## config.mk

```make
export PLATFORM = sky130hd
export DESIGN_NAME = uart_inst_loader
export DESIGN_NICKNAME = d
export VERILOG_FILES = /design/src/rtl/uart_inst_loader_pkg.sv /design/src/rtl/uart_inst_loader_timeout.sv /design/src/rtl/uart_inst_loader.sv
export SDC_FILE = /design/constraint.sdc
export NUM_CORES = 1
export LEC_CHECK = 0
export ABC_AREA = 1
export BUFFER_PORTS_ARGS = -buffer_cell sky130_fd_sc_hd__buf_2
export CAP_MARGIN = 20
export CORE_ASPECT_RATIO = 0.9
export CORE_UTILIZATION = 40
export DETAILED_ROUTE_END_ITERATION = 16
export PLACE_DENSITY = 0.66
export SETUP_SLACK_MARGIN = 0.15
export SYNTH_ARGS = -nofsm -noshare
export SYNTH_HDL_FRONTEND = slang
export SYNTH_SLANG_ARGS = --single-unit
```

## constraint.sdc

```tcl
create_clock -name clk -period 2 [get_ports clk]
set_input_delay 0.2 -clock clk [delete_from_list [all_inputs] [get_ports clk]]
set_output_delay 0.2 -clock clk [all_outputs]
set_load 0.02 [all_outputs]
```

## src/rtl/uart_inst_loader_pkg.sv

```systemverilog
// Shared definitions for the UART boot-time instruction loader:
// FSM state encoding, frame header constant and count-field width.
package uart_inst_loader_pkg;

  typedef enum logic [2:0] {
    ST_IDLE,
    ST_COUNT,
    ST_HI,
    ST_LO,
    ST_CSUM,
    ST_DONE
  } loader_state_t;

  localparam logic [7:0] LOADER_HDR   = 8'hA5;
  localparam int         LOADER_CNT_W = 8;

endpackage

```

## src/rtl/uart_inst_loader_timeout.sv

```systemverilog
// Inter-byte idle watchdog for the instruction loader. expired goes high on
// the TIMEOUT_CYCLES-th consecutive enabled cycle since the last clear.
module loader_timeout #(
  parameter int TIMEOUT_CYCLES = 100000
) (
  input  logic clk,
  input  logic reset,
  input  logic clr,
  input  logic en,
  output logic expired
);

  localparam int                CNT_W = $clog2(TIMEOUT_CYCLES + 1);
  localparam logic [CNT_W-1:0]  LAST  = CNT_W'(TIMEOUT_CYCLES - 1);

  logic [CNT_W-1:0] count;

  assign expired = en && (count == LAST);

  always_ff @(posedge clk or negedge reset) begin
    if (!reset) begin
      count <= '0;
    end else if (clr) begin
      count <= '0;
    end else if (en && !expired) begin
      count <= count + 1'b1;
    end
  end

endmodule

```

## src/rtl/uart_inst_loader.sv

```systemverilog
// Boot loader: frames UART bytes (A5, N, N x {hi,lo}) into 16-bit words and
// writes them to instruction memory. Optional checksum: UART_LOADER_CHECKSUM_EN.
module uart_inst_loader
  import uart_inst_loader_pkg::*;
#(
  parameter int ADDR_W         = 8,
  parameter int TIMEOUT_CYCLES = 100000
) (
  input  logic              clk,
  input  logic              reset,
  input  logic              rx_valid,
  input  logic [7:0]        rx_data,
  input  logic              rx_frame_err,
  output logic              imem_we,
  output logic [ADDR_W-1:0] imem_addr,
  output logic [15:0]       imem_wdata,
  output logic              cpu_hold,
  output logic              busy,
  output logic              load_done,
  output logic              load_error
);

  loader_state_t           state;
  logic [LOADER_CNT_W-1:0] count;
  logic [ADDR_W-1:0]       index;
  logic [7:0]              hi_byte;
`ifdef UART_LOADER_CHECKSUM_EN
  logic [7:0]              csum;
`endif
  logic byte_ok, tmo_clr, tmo_en, tmo_expired, abort;

  // A byte arriving together with a framing error is discarded.
  assign byte_ok = rx_valid && !rx_frame_err;
  assign tmo_clr = (state == ST_IDLE) || rx_valid;
  assign tmo_en  = (state != ST_IDLE) && !rx_valid;
  assign abort   = (state != ST_IDLE) && (rx_frame_err || tmo_expired);

  loader_timeout #(.TIMEOUT_CYCLES(TIMEOUT_CYCLES)) u_timeout (
    .clk     (clk),
    .reset   (reset),
    .clr     (tmo_clr),
    .en      (tmo_en),
    .expired (tmo_expired)
  );

  always_ff @(posedge clk or negedge reset) begin
    if (!reset) begin
      state      <= ST_IDLE;
      count      <= '0;
      index      <= '0;
      hi_byte    <= '0;
`ifdef UART_LOADER_CHECKSUM_EN
      csum       <= '0;
`endif
      imem_we    <= 1'b0;
      imem_addr  <= '0;
      imem_wdata <= '0;
      cpu_hold   <= 1'b0;
      busy       <= 1'b0;
      load_done  <= 1'b0;
      load_error <= 1'b0;
    end else begin
      imem_we   <= 1'b0;
      load_done <= 1'b0;
      // Errors leave cpu_hold high so a partial program never runs.
      if (abort) begin
        load_error <= 1'b1;
        busy       <= 1'b0;
        state      <= ST_IDLE;
      end else begin
        case (state)
          ST_IDLE: begin
            busy <= 1'b0;
            if (byte_ok && rx_data == LOADER_HDR) begin
              state      <= ST_COUNT;
              cpu_hold   <= 1'b1;
              busy       <= 1'b1;
              load_error <= 1'b0;
              index      <= '0;
`ifdef UART_LOADER_CHECKSUM_EN
              csum       <= '0;
`endif
            end
          end
          ST_COUNT: begin
            if (byte_ok) begin
              if (rx_data == '0) begin
                load_error <= 1'b1;
                busy       <= 1'b0;
                state      <= ST_IDLE;
              end else begin
                count <= rx_data;
                state <= ST_HI;
              end
            end
          end
          ST_HI: begin
            if (byte_ok) begin
              hi_byte <= rx_data;
`ifdef UART_LOADER_CHECKSUM_EN
              csum    <= csum ^ rx_data;
`endif
              state   <= ST_LO;
            end
          end
          ST_LO: begin
            if (byte_ok) begin
              imem_we    <= 1'b1;
              imem_addr  <= index;
              imem_wdata <= {hi_byte, rx_data};
              index      <= index + 1'b1;
`ifdef UART_LOADER_CHECKSUM_EN
              csum       <= csum ^ rx_data;
`endif
              if ((index + 1'b1) < ADDR_W'(count)) begin
                state <= ST_HI;
              end else begin
`ifdef UART_LOADER_CHECKSUM_EN
                state <= ST_CSUM;
`else
                state <= ST_DONE;
`endif
              end
            end
          end
`ifdef UART_LOADER_CHECKSUM_EN
          ST_CSUM: begin
            if (byte_ok) begin
              if (rx_data == csum) begin
                load_done <= 1'b1;
                cpu_hold  <= 1'b0;
                state     <= ST_DONE;
              end else begin
                load_error <= 1'b1;
                busy       <= 1'b0;
                state      <= ST_IDLE;
              end
            end
          end
          ST_DONE: begin
            busy  <= 1'b0;
            state <= ST_IDLE;
          end
`else
          // busy drops one cycle after load_done, from the IDLE branch.
          ST_DONE: begin
            load_done <= 1'b1;
            cpu_hold  <= 1'b0;
            state     <= ST_IDLE;
          end
`endif
          default: state <= ST_IDLE;
        endcase
      end
    end
  end

endmodule

```

## Word level (Yosys, flattened, before mapping)

Cells that the tools add are included.

| word-level totals | value |
|---|---|
| output and inout bits | 29 |
| word-level logic and storage cells | 86 |
| input port bits | 12 |
| register bits after elaboration | 73 |

| operators by class | value |
|---|---|
| add/sub/neg operators | 2 |
| muxes and demuxes | 30 |
| bitwise gates (word level) | 2 |
| reduce and logical (&&, ||, !) cells | 26 |
| magnitude comparators | 1 |
| eq/ne operators | 13 |

Operators with widths:

| kind | count |
|---|---|
| $mux W17 | 2 |
| $mux W3 | 6 |
| $add A17 B1 Y17 const B | 1 |
| $eq A17 B17 Y1 const B | 1 |
| $mux W8 | 2 |
| $pmux W8 S2 | 1 |
| $reduce_and A4 Y1 | 4 |
| $mux W1 | 14 |
| $ne A3 B3 Y1 const B | 4 |
| $pmux W3 S4 | 1 |
| $reduce_and A3 Y1 | 4 |
| $add A8 B1 Y8 const B | 1 |
| $eq A8 B8 Y1 const B | 1 |
| $logic_not A8 Y1 | 1 |
| $lt A8 B8 Y1 | 1 |
| $eq A3 B2 Y1 const B | 2 |
| $logic_and A1 B1 Y1 | 6 |
| $pmux W1 S2 | 3 |
| $reduce_bool A2 Y1 | 3 |
| $reduce_bool A3 Y1 | 2 |
| $eq A3 B1 Y1 const B | 1 |
| $eq A3 B3 Y1 const B | 1 |
| $logic_not A1 Y1 | 3 |
| $logic_not A3 Y1 | 1 |
| other kinds (6) | 8 |

## Depth between registers and ports, before layout

Gate-level depths: netlist of run 1.

| depth | value |
|---|---|
| depth after elaboration | 7 |
| gate-level depth with buffers | 16 |
| depth with buffers taken out | 16 |

## Cells and area by module

From an unflattened synthesis of run 1, not the netlist that was laid out.

| second synthesis, totals | value |
|---|---|
| cell total of the unflattened synthesis | 495 |
| area total of the unflattened synthesis | 3990.1 µm² |

By module, submodules not included:

| module | seq. area each (µm²) | area an instance (µm²) | cells each | times used |
|---|---|---|---|---|
| uart_inst_loader | 1401.3 | 2775.2 | 307 | 1 |
| loader_timeout | 425.4 | 1214.9 | 188 | 1 |

## Worst setup path before layout of run 1

Ideal clock, no wire load.

| timing | value |
|---|---|
| path type | reg2reg |
| start | register index[2] |
| end | register state[1] |
| library setup time | 76 ps |
| stages on the path, launching flop included | 15 |
| data required time | 1924 ps |
| slack | -68 ps |
| data arrival time | 1991 ps |
| path buffers | 0 |
| clock period less this slack | 2068 ps |
| cell sequence | dfrtp_1 > inv_2 > nor3_2 > nand3_1 > nor2_1 > nand2_1 > xor2_1 > inv_1 > ha_1 > a21oi_1 > o21a_1 > nand2_1 > o21ai_0 > nand2_1 > o21ai_1 |

| between the ends | value |
|---|---|
| word-level cells in the longest chain between the ends | 6 |

Ends and longest elaborated chain:

| what | line | RTL |
|---|---|---|
| from (decl) | uart_inst_loader.sv:25 | `logic [ADDR_W-1:0] index;` |
| from (signal assigned) | uart_inst_loader.sv:111 | `index <= index + 1'b1;` |
| $add A8 B1 Y8 | uart_inst_loader.sv:115 | `if ((index + 1'b1) < ADDR_W'(count)) begin` |
| $lt A8 B8 Y1 | uart_inst_loader.sv:115 |  |
| $mux W3 | uart_inst_loader.sv:115 |  |
| $mux W3 | uart_inst_loader.sv:107 | `if (byte_ok) begin` |
| $pmux W3 S4 | uart_inst_loader.sv:71 | `case (state)` |
| $mux W3 | uart_inst_loader.sv:66 | `if (abort) begin` |
| to (signal assigned) | uart_inst_loader.sv:69 | `state <= ST_IDLE;` |
| to (signal assigned) | uart_inst_loader.sv:75 | `state <= ST_COUNT;` |
| to (signal assigned) | uart_inst_loader.sv:116 | `state <= ST_HI;` |
| to (decl) | uart_inst_loader.sv:23 | `loader_state_t state;` |

Every way passes these cells. The select of a mux whose other input is x is not followed.
A chain may end at the register's enable or synchronous reset.

## Final worst setup path of run 1

| timing | value |
|---|---|
| start | register index[1] |
| end | register state[1] |

The elaborated chain is that of the path after synthesis.

==> summary.md, run 1 <==
| Metric | Value |
|---|---|
| Post-Syn Area | 0.00345 mm² |
| Crit-path max FO | 3 |
| Post-Route WL | 7140 µm |
| FMAX | 483 MHz |
| Syn Nets | 427 |
| Internal power | 3.61 mW |
| Slew Limit Fails | 0 |
| Req. time, crit path | 2.29 ns |
| Final hold violations | 0 |
| Max-cap violations | 0 |
| Die height | 90.2 µm |
| GPL Wtd Cong | 0.801 |
| Hold WC Path Type | in -> reg |
| Status | finished, violations left |
| Root Driver | clkbuf_8 |
| Initial antenna violation count | 0 |
| Layout cells sized above 1 | 25.1% |
| Pwr dens | 1440 mW/mm² |
| 1st-iter DRT viols | 140 |
| 1st-pass router iterations | 4 |
| Synth Register Bits | 73 |
| Post-DP Area | 0.00389 mm² |
| Num ports | 41 |
| Grt ovf | 0 |
| Worst-skew pair later-pin latency | 0.36 ns |
| DR WL/cell | 12.2 µm |
| Detailed Place HPWL | 5120 µm |
| Worst-Margin Slew | 0.464 ns |
| Sw Pwr | 2.42 mW |
| Die Wd | 100 µm |
| Area grow syn2layout | 20.9% |
| Port bufs | 40 |
| Post-route ant nets | 0 |
| Antenna Cells | 0 |
| Sequential-to-total area share from yosys stat | 52.9% |
| Largest net degree at the start of global routing | 74 |
| Clock power frac | 19.9% |
| Kind of end point of the critical path | flip-flop |
| Cells after synthesis | 406 |
| Final setup vio count | 2 |
| Share of power burned in registers | 38.1% |
| Site Rows | 31 |
| RSZ-0062 raised after global routing | true |
| CTS sink cnt | 73 |
| Worst-path clk slew | 0.08 ns |
| Static leakage | 2.11 nW |
| Die ar. | 0.00901 mm² |
| Post-synth cell types | 33 |
| Fin area | 0.00418 mm² |
| CTS tree | yes |
| Vias | 2,784 |
| Commonest non-fill, non-tap cells in the layout | nand2_1 (97), dfrtp_1 (73), inv_1 (47), buf_2 (40), nor2_1 (29) |
| Vias per inst | 4.75 |
| Failing checks | setup timing |
| Max-slew headroom | 69.0% |
| Clock Skew | 0.00902 ns |
| Core area | 0.00822 mm² |
| Worst EP arrival | 2.36 ns |
| Min-Delay Path Depth | 4 |
| Warnings, synthesis | 0 |
| CP Class | reg -> reg |
| GR Util All Layers | 17.8% |
| Number of global-route vias before repair | 2,741 |
| Share of total power in combinational logic | 42.0% |
| Reg2Reg Depth | 14 |
| Startpoint types | flip-flop |
| First-pass GRT wire length | 12,600 µm |
| Total CTS buffers | 9 |
| CTS max path bufs | 2 |
| Sw Share | 40.2% |
| # DRC | 0 |
| Syn_area_per_cell | 8.51 µm² |
| Setup WS pre-CTS | -0.162 ns |
| H-tree depth | 3 |
| Final core occ | 50.8% |
| Worst vdd ir | 471 µV |
| Minimum clock period | 2.07 ns |
| PnR worst setup slack | -0.0721 ns |
| Hold Slack | 0.146 ns |
| Period Utilization, post-route | 104% |
| Starting density of the core | 42.0% |
| Commonest non-fill, non-tap cell in the layout | nand2_1 |
| # nets final | 487 |
[metal layers]
metal | track usage, % | vias up | share of wire (%)
met3 | 4.74 | 11 | 3.8
li1 | - | 1418 | -
met1 | 24.0 | 1306 | 49
met4 | 5.88 | 0 | 1.3
met5 | 0 | - | 0
met2 | 27.9 | 49 | 46
[per-stage QoR]
step | total power [mW] | TNS, ns | instances
2_1_floorplan | 3.92 | -0.0294 | 406
3_3_place_gp | 4.64 | -0.174 | 567
3_5_place_dp | 4.70 | -0.357 | 567
4_1_cts | 6.00 | -0.168 | 586
5_1_grt | 6.56 | -0.621 | 586
6_report | 6.03 | -0.135 | 586
[cells by family (layout without fill, tap and decap cells)]
logic type	after synthesis	after routing	share of synthesized area [%]
buffers and inverters	72	137	8.19
flip-flops	73	73	52.9
XOR/XNOR	7	7	1.77
AND/OR/NAND/NOR	170	170	21.8
adder cells (fa/ha/maj)	9	9	3.26
AO/OA/AOI/OAI	75	75	12.1
[Yosys cell counts, drive strengths merged]
cell,n,area [µm²]
a21oi,15,86.3
a221oi,1,8.76
a22oi,1,7.51
a31oi,1,6.26
buf,8,42.5
clkinv,1,3.75
dfrtp,73,1830
ha,9,113
inv,63,236
nand2,105,422
nand3,18,113
nand4,5,31.3
nor2,36,153
nor3,5,30.0
o21a,2,16.3
o21ai,47,235
o21bai,1,7.51
o221a,1,11.3
o22ai,6,37.5
or2,1,6.26
xor2,7,61.3
[power by group through the flow]
stage               clock network [mW]  logic, mW  registers, mW
global route                      1.30       2.90           2.36
finish                            1.20       2.53           2.30
detailed placement                   0       2.39           2.31
global placement                     0       2.34           2.30
CTS                               1.25       2.47           2.29
floorplan                            0       1.37           2.55
[final timing paths]
kind,from,end,slack [ns]
setup reg to reg,index[1]$_DFFE_PN0P_,state[1]$_DFFE_PN0P_,-0.07
min in group asynchronous,reset,imem_wdata[13]$_DFFE_PN0P_,0.38
hold / removal,rx_frame_err,load_done$_DFF_PN0_,0.15
setup / recovery,index[1]$_DFFE_PN0P_,state[1]$_DFFE_PN0P_,-0.07
hold reg to reg,hi_byte[3]$_DFFE_PN0P_,imem_wdata[11]$_DFFE_PN0P_,0.48
max in group asynchronous,reset,u_timeout.count[1]$_DFFE_PN0P_,1.29
[flip-flops by register name, summed over array words and instances (netlist names)]
signal / flops
load_error: 1
imem_addr: 8
busy: 1
load_done: 1
state: 3
imem_we: 1
index: 8
hi_byte: 8
cpu_hold: 1
u_timeout.count: 17
count: 8
imem_wdata: 16
[cell type report]
| cell class | count | area, µm² |
|---|---|---|
| inverter | 64 | 240 |
| clock buffer | 9 | 124 |
| sequential | 73 | 1830 |
| multi-input combinational | 261 | 1420 |
| tap | 115 | 144 |
| fill | 782 | 4050 |
| clock inverter | 7 | 83.8 |
| timing repair buffer | 57 | 343 |
[worst max-delay path, stage by stage (launching register included)]
cell     delay [ns]
dfrtp_1        0.38
inv_2          0.06
nor3_4         0.20
nand3_2        0.10
nor2_1         0.09
nand2_1        0.09
xor2_2         0.18
inv_2          0.06
ha_4           0.22
a21oi_2        0.13
o21a_1         0.14
nand2_2        0.07
o21ai_1        0.12
nand2_1        0.06
o21ai_1        0.11
[timing repair]
action,4_1_cts,5_1_grt
hold buffers,1,0
pin swaps,6,4
hold endpoints to repair,73,0
endpoints found under the setup margin,3,4
buffers inserted,2,0
gates resized for setup,4,10
(Power assumes the default switching activity.)
==> run 2, diff against run 1 <==
GPL_TIMING_DRIVEN = 0   (was unset)
HOLD_SLACK_MARGIN = 0.08   (was unset)
SLEW_MARGIN = 0   (was unset)
==> run 2 against run 1 <==
Critical endpoint is now state[0]$_DFFE_PN0P_; cell area up 1.3%; critical path type unchanged; utilization is 0.65 points higher; via count rose by 1.3%; register-to-register slack got worse by 0.08 ns; routed wire length up 7.2%; the run still ends with setup timing left; largest cell class unchanged.
==> summary.md, run 2 (synthesized netlist as in run 1, its figures left out) <==
| Metric | Value |
|---|---|
| Kind of end point of the critical path | flip-flop |
| PnR worst setup slack | -0.153 ns (-0.0810 ns) |
| Initial antenna violation count | 0 (unchanged) |
| Period Utilization, post-route | 108% (+4.1 points) |
| 1st-iter DRT viols | 166 (+19%) |
| GR Util All Layers | 19.1% (+1.2 points) |
| # DRC | 0 (unchanged) |
| H-tree depth | 3 (unchanged) |
| Slew Limit Fails | 0 (unchanged) |
| Startpoint types | flip-flop |
| Commonest non-fill, non-tap cell in the layout | nand2_1 |
| # nets final | 490 (+0.62%) |
| Min-Delay Path Depth | 4 (unchanged) |
| Worst-skew pair later-pin latency | 0.35 ns (about the same) |
| Worst vdd ir | 493 µV (+4.7%) |
| Final core occ | 51.4% (+0.65 points) |
| DR WL/cell | 13.0 µm (+6.6%) |
| Site Rows | 31 (unchanged) |
| Grt ovf | 0 (unchanged) |
| Antenna Cells | 0 (unchanged) |
| Highest routed layer | met4 |
| Biggest register | u_timeout.count |
| CP Class | reg -> reg |
| Detailed Place HPWL | 5430 µm (+6.2%) |
| Failing checks | setup timing |
| Post-route ant nets | 0 (unchanged) |
| Reg2Reg Depth | 15 (+1) |
| Largest net degree at the start of global routing | 45 (-39%) |
| DR WL met3 | 329 µm (+20%) |
| Worst-path clk slew | 0.08 ns (about the same) |
| Post-Route WL | 7660 µm (+7.2%) |
| Setup WS pre-CTS | -0.302 ns (-0.140 ns) |
| Commonest non-fill, non-tap cells in the layout | nand2_1 (97), dfrtp_1 (73), inv_1 (48), buf_2 (46), nor2_1 (31) |
| Hold Slack | 0.147 ns (+0.000932 ns) |
| GPL Wtd Cong | 0.843 (+5.2%) |
| Top Registers | u_timeout.count (17), imem_wdata (16) |
| 1st-pass router iterations | 4 (unchanged) |
| CTS sink cnt | 73 (unchanged) |
| Root Driver | clkbuf_8 |
| Number of global-route vias before repair | 2,760 (+0.69%) |
| Final setup vio count | 3 (+1) |
| Die height | 90.2 µm (unchanged) |
| Post-Route M1 WL | 3710 µm (+5.5%) |
| Req. time, crit path | 2.29 ns (about the same) |
| Pwr dens | 1480 mW/mm² (+2.2%) |
| FMAX | 464 MHz (-3.8%) |
| Port bufs | 40 (unchanged) |
| CTS tree | yes |
| RSZ-0062 raised after global routing | true |
| Met2 wire length | 3530 µm (+8.4%) |
| Die ar. | 0.00901 mm² (unchanged) |
| Final Power | 6.25 mW (+3.5%) |
| Fin Setup TNS | -0.344 ns (-0.209 ns) |
| Final hold violations | 0 (unchanged) |
| Worst-Margin Slew | 0.406 ns (-0.0580 ns) |
| Worst EP arrival | 2.44 ns (+0.08 ns) |
| Clock Skew | 0.0102 ns (+0.00119 ns) |
| Minimum clock period | 2.15 ns (+0.0810 ns) |
| Status | finished, violations left |
| Area grow syn2layout | 22.5% |
| Max-slew headroom | 72.9% (+3.9 points) |
| Vias | 2,820 (+1.3%) |
| Starting density of the core | 42.0% (unchanged) |
| Vias per inst | 4.79 (+0.78%) |
| First-pass GRT wire length | 13,200 µm (+4.8%) |
| Crit-path max FO | 3 (unchanged) |
| Layout cells sized above 1 | 25.1% (+0.052 points) |
| CTS max path bufs | 2 (unchanged) |
| Core area | 0.00822 mm² (unchanged) |
| Total CTS buffers | 9 (unchanged) |
| Die Wd | 100 µm (unchanged) |
| Num ports | 41 (unchanged) |
| Static leakage | 2.14 nW (+1.2%) |
| Flip-flop count of the largest register after layout | 17 (unchanged) |
| Hold WC Path Type | in -> reg |
| Max-cap violations | 0 (unchanged) |
run 2: changes by cell type in the layout (fill, tap and decap cells not counted), sizes merged:
cell | previous run | this run
inv | 67 | 64
bufinv | 1 | 3
buf | 56 | 59
clkbuf | 9 | 10
run 2: critical path, cell delays in order, from the launching register on:
cell and delay [ns]:
dfrtp_1 0.40, buf_4 0.15, ha_4 0.16, nand3_2 0.07, nor2_1 0.05, nand2_1 0.07
xor2_1 0.21, inv_1 0.08, ha_1 0.29, nand2_1 0.05, o21a_1 0.19, nand2_2 0.09
nand2_1 0.08, a21oi_2 0.12, nand2_1 0.06, nand2_1 0.05
run 2: power by group:
| group | switching, mW | internal, mW |
|---|---|---|
| clock | 0.579 | 0.836 |
| sequential | 0.321 | 1.98 |
| combinational | 1.51 | 1.02 |
run 2: path summary, 6_finish.rpt:
path,startpoint,endpoint,slack (ns)
max,index[0]$_DFFE_PN0P_,state[0]$_DFFE_PN0P_,-0.15
min in group asynchronous,reset,imem_wdata[13]$_DFFE_PN0P_,0.32
min reg2reg,hi_byte[6]$_DFFE_PN0P_,imem_wdata[14]$_DFFE_PN0P_,0.47
max reg2reg,index[0]$_DFFE_PN0P_,state[0]$_DFFE_PN0P_,-0.15
min,rx_frame_err,load_done$_DFF_PN0_,0.15
max in group asynchronous,reset,index[0]$_DFFE_PN0P_,1.13
run 2: layer usage:
layer,vias up,track usage [%]
met5,-,0
met2,59,29.3
li1,1424,-
met4,0,6.00
met1,1331,25.6
met3,6,5.91
run 2: area by class of cell:
class	instances	area (µm²)
clock buffers	10	128
repair buffers	52	315
inverters	64	240
fillers	772	3990
flip-flops and latches	73	1830
plain buffers	8	42.5
multi-input cells	261	1420
well taps	115	144
clock inverters	6	115
run 2: repair_timing:
action,in CTS,in global routing
gates resized for setup,8,6
endpoints found under the hold margin,29,0
setup endpoints to repair,3,3
setup buffers,9,1
pin swaps,6,1
hold buffers,1,0
run 2: per-stage QoR:
step / cells / instance area (µm²)
4_1_cts: 588 / 4200
2_1_floorplan: 406 / 3470
5_1_grt: 589 / 4230
3_3_place_gp: 561 / 3810
3_5_place_dp: 562 / 3840
6_report: 589 / 4230
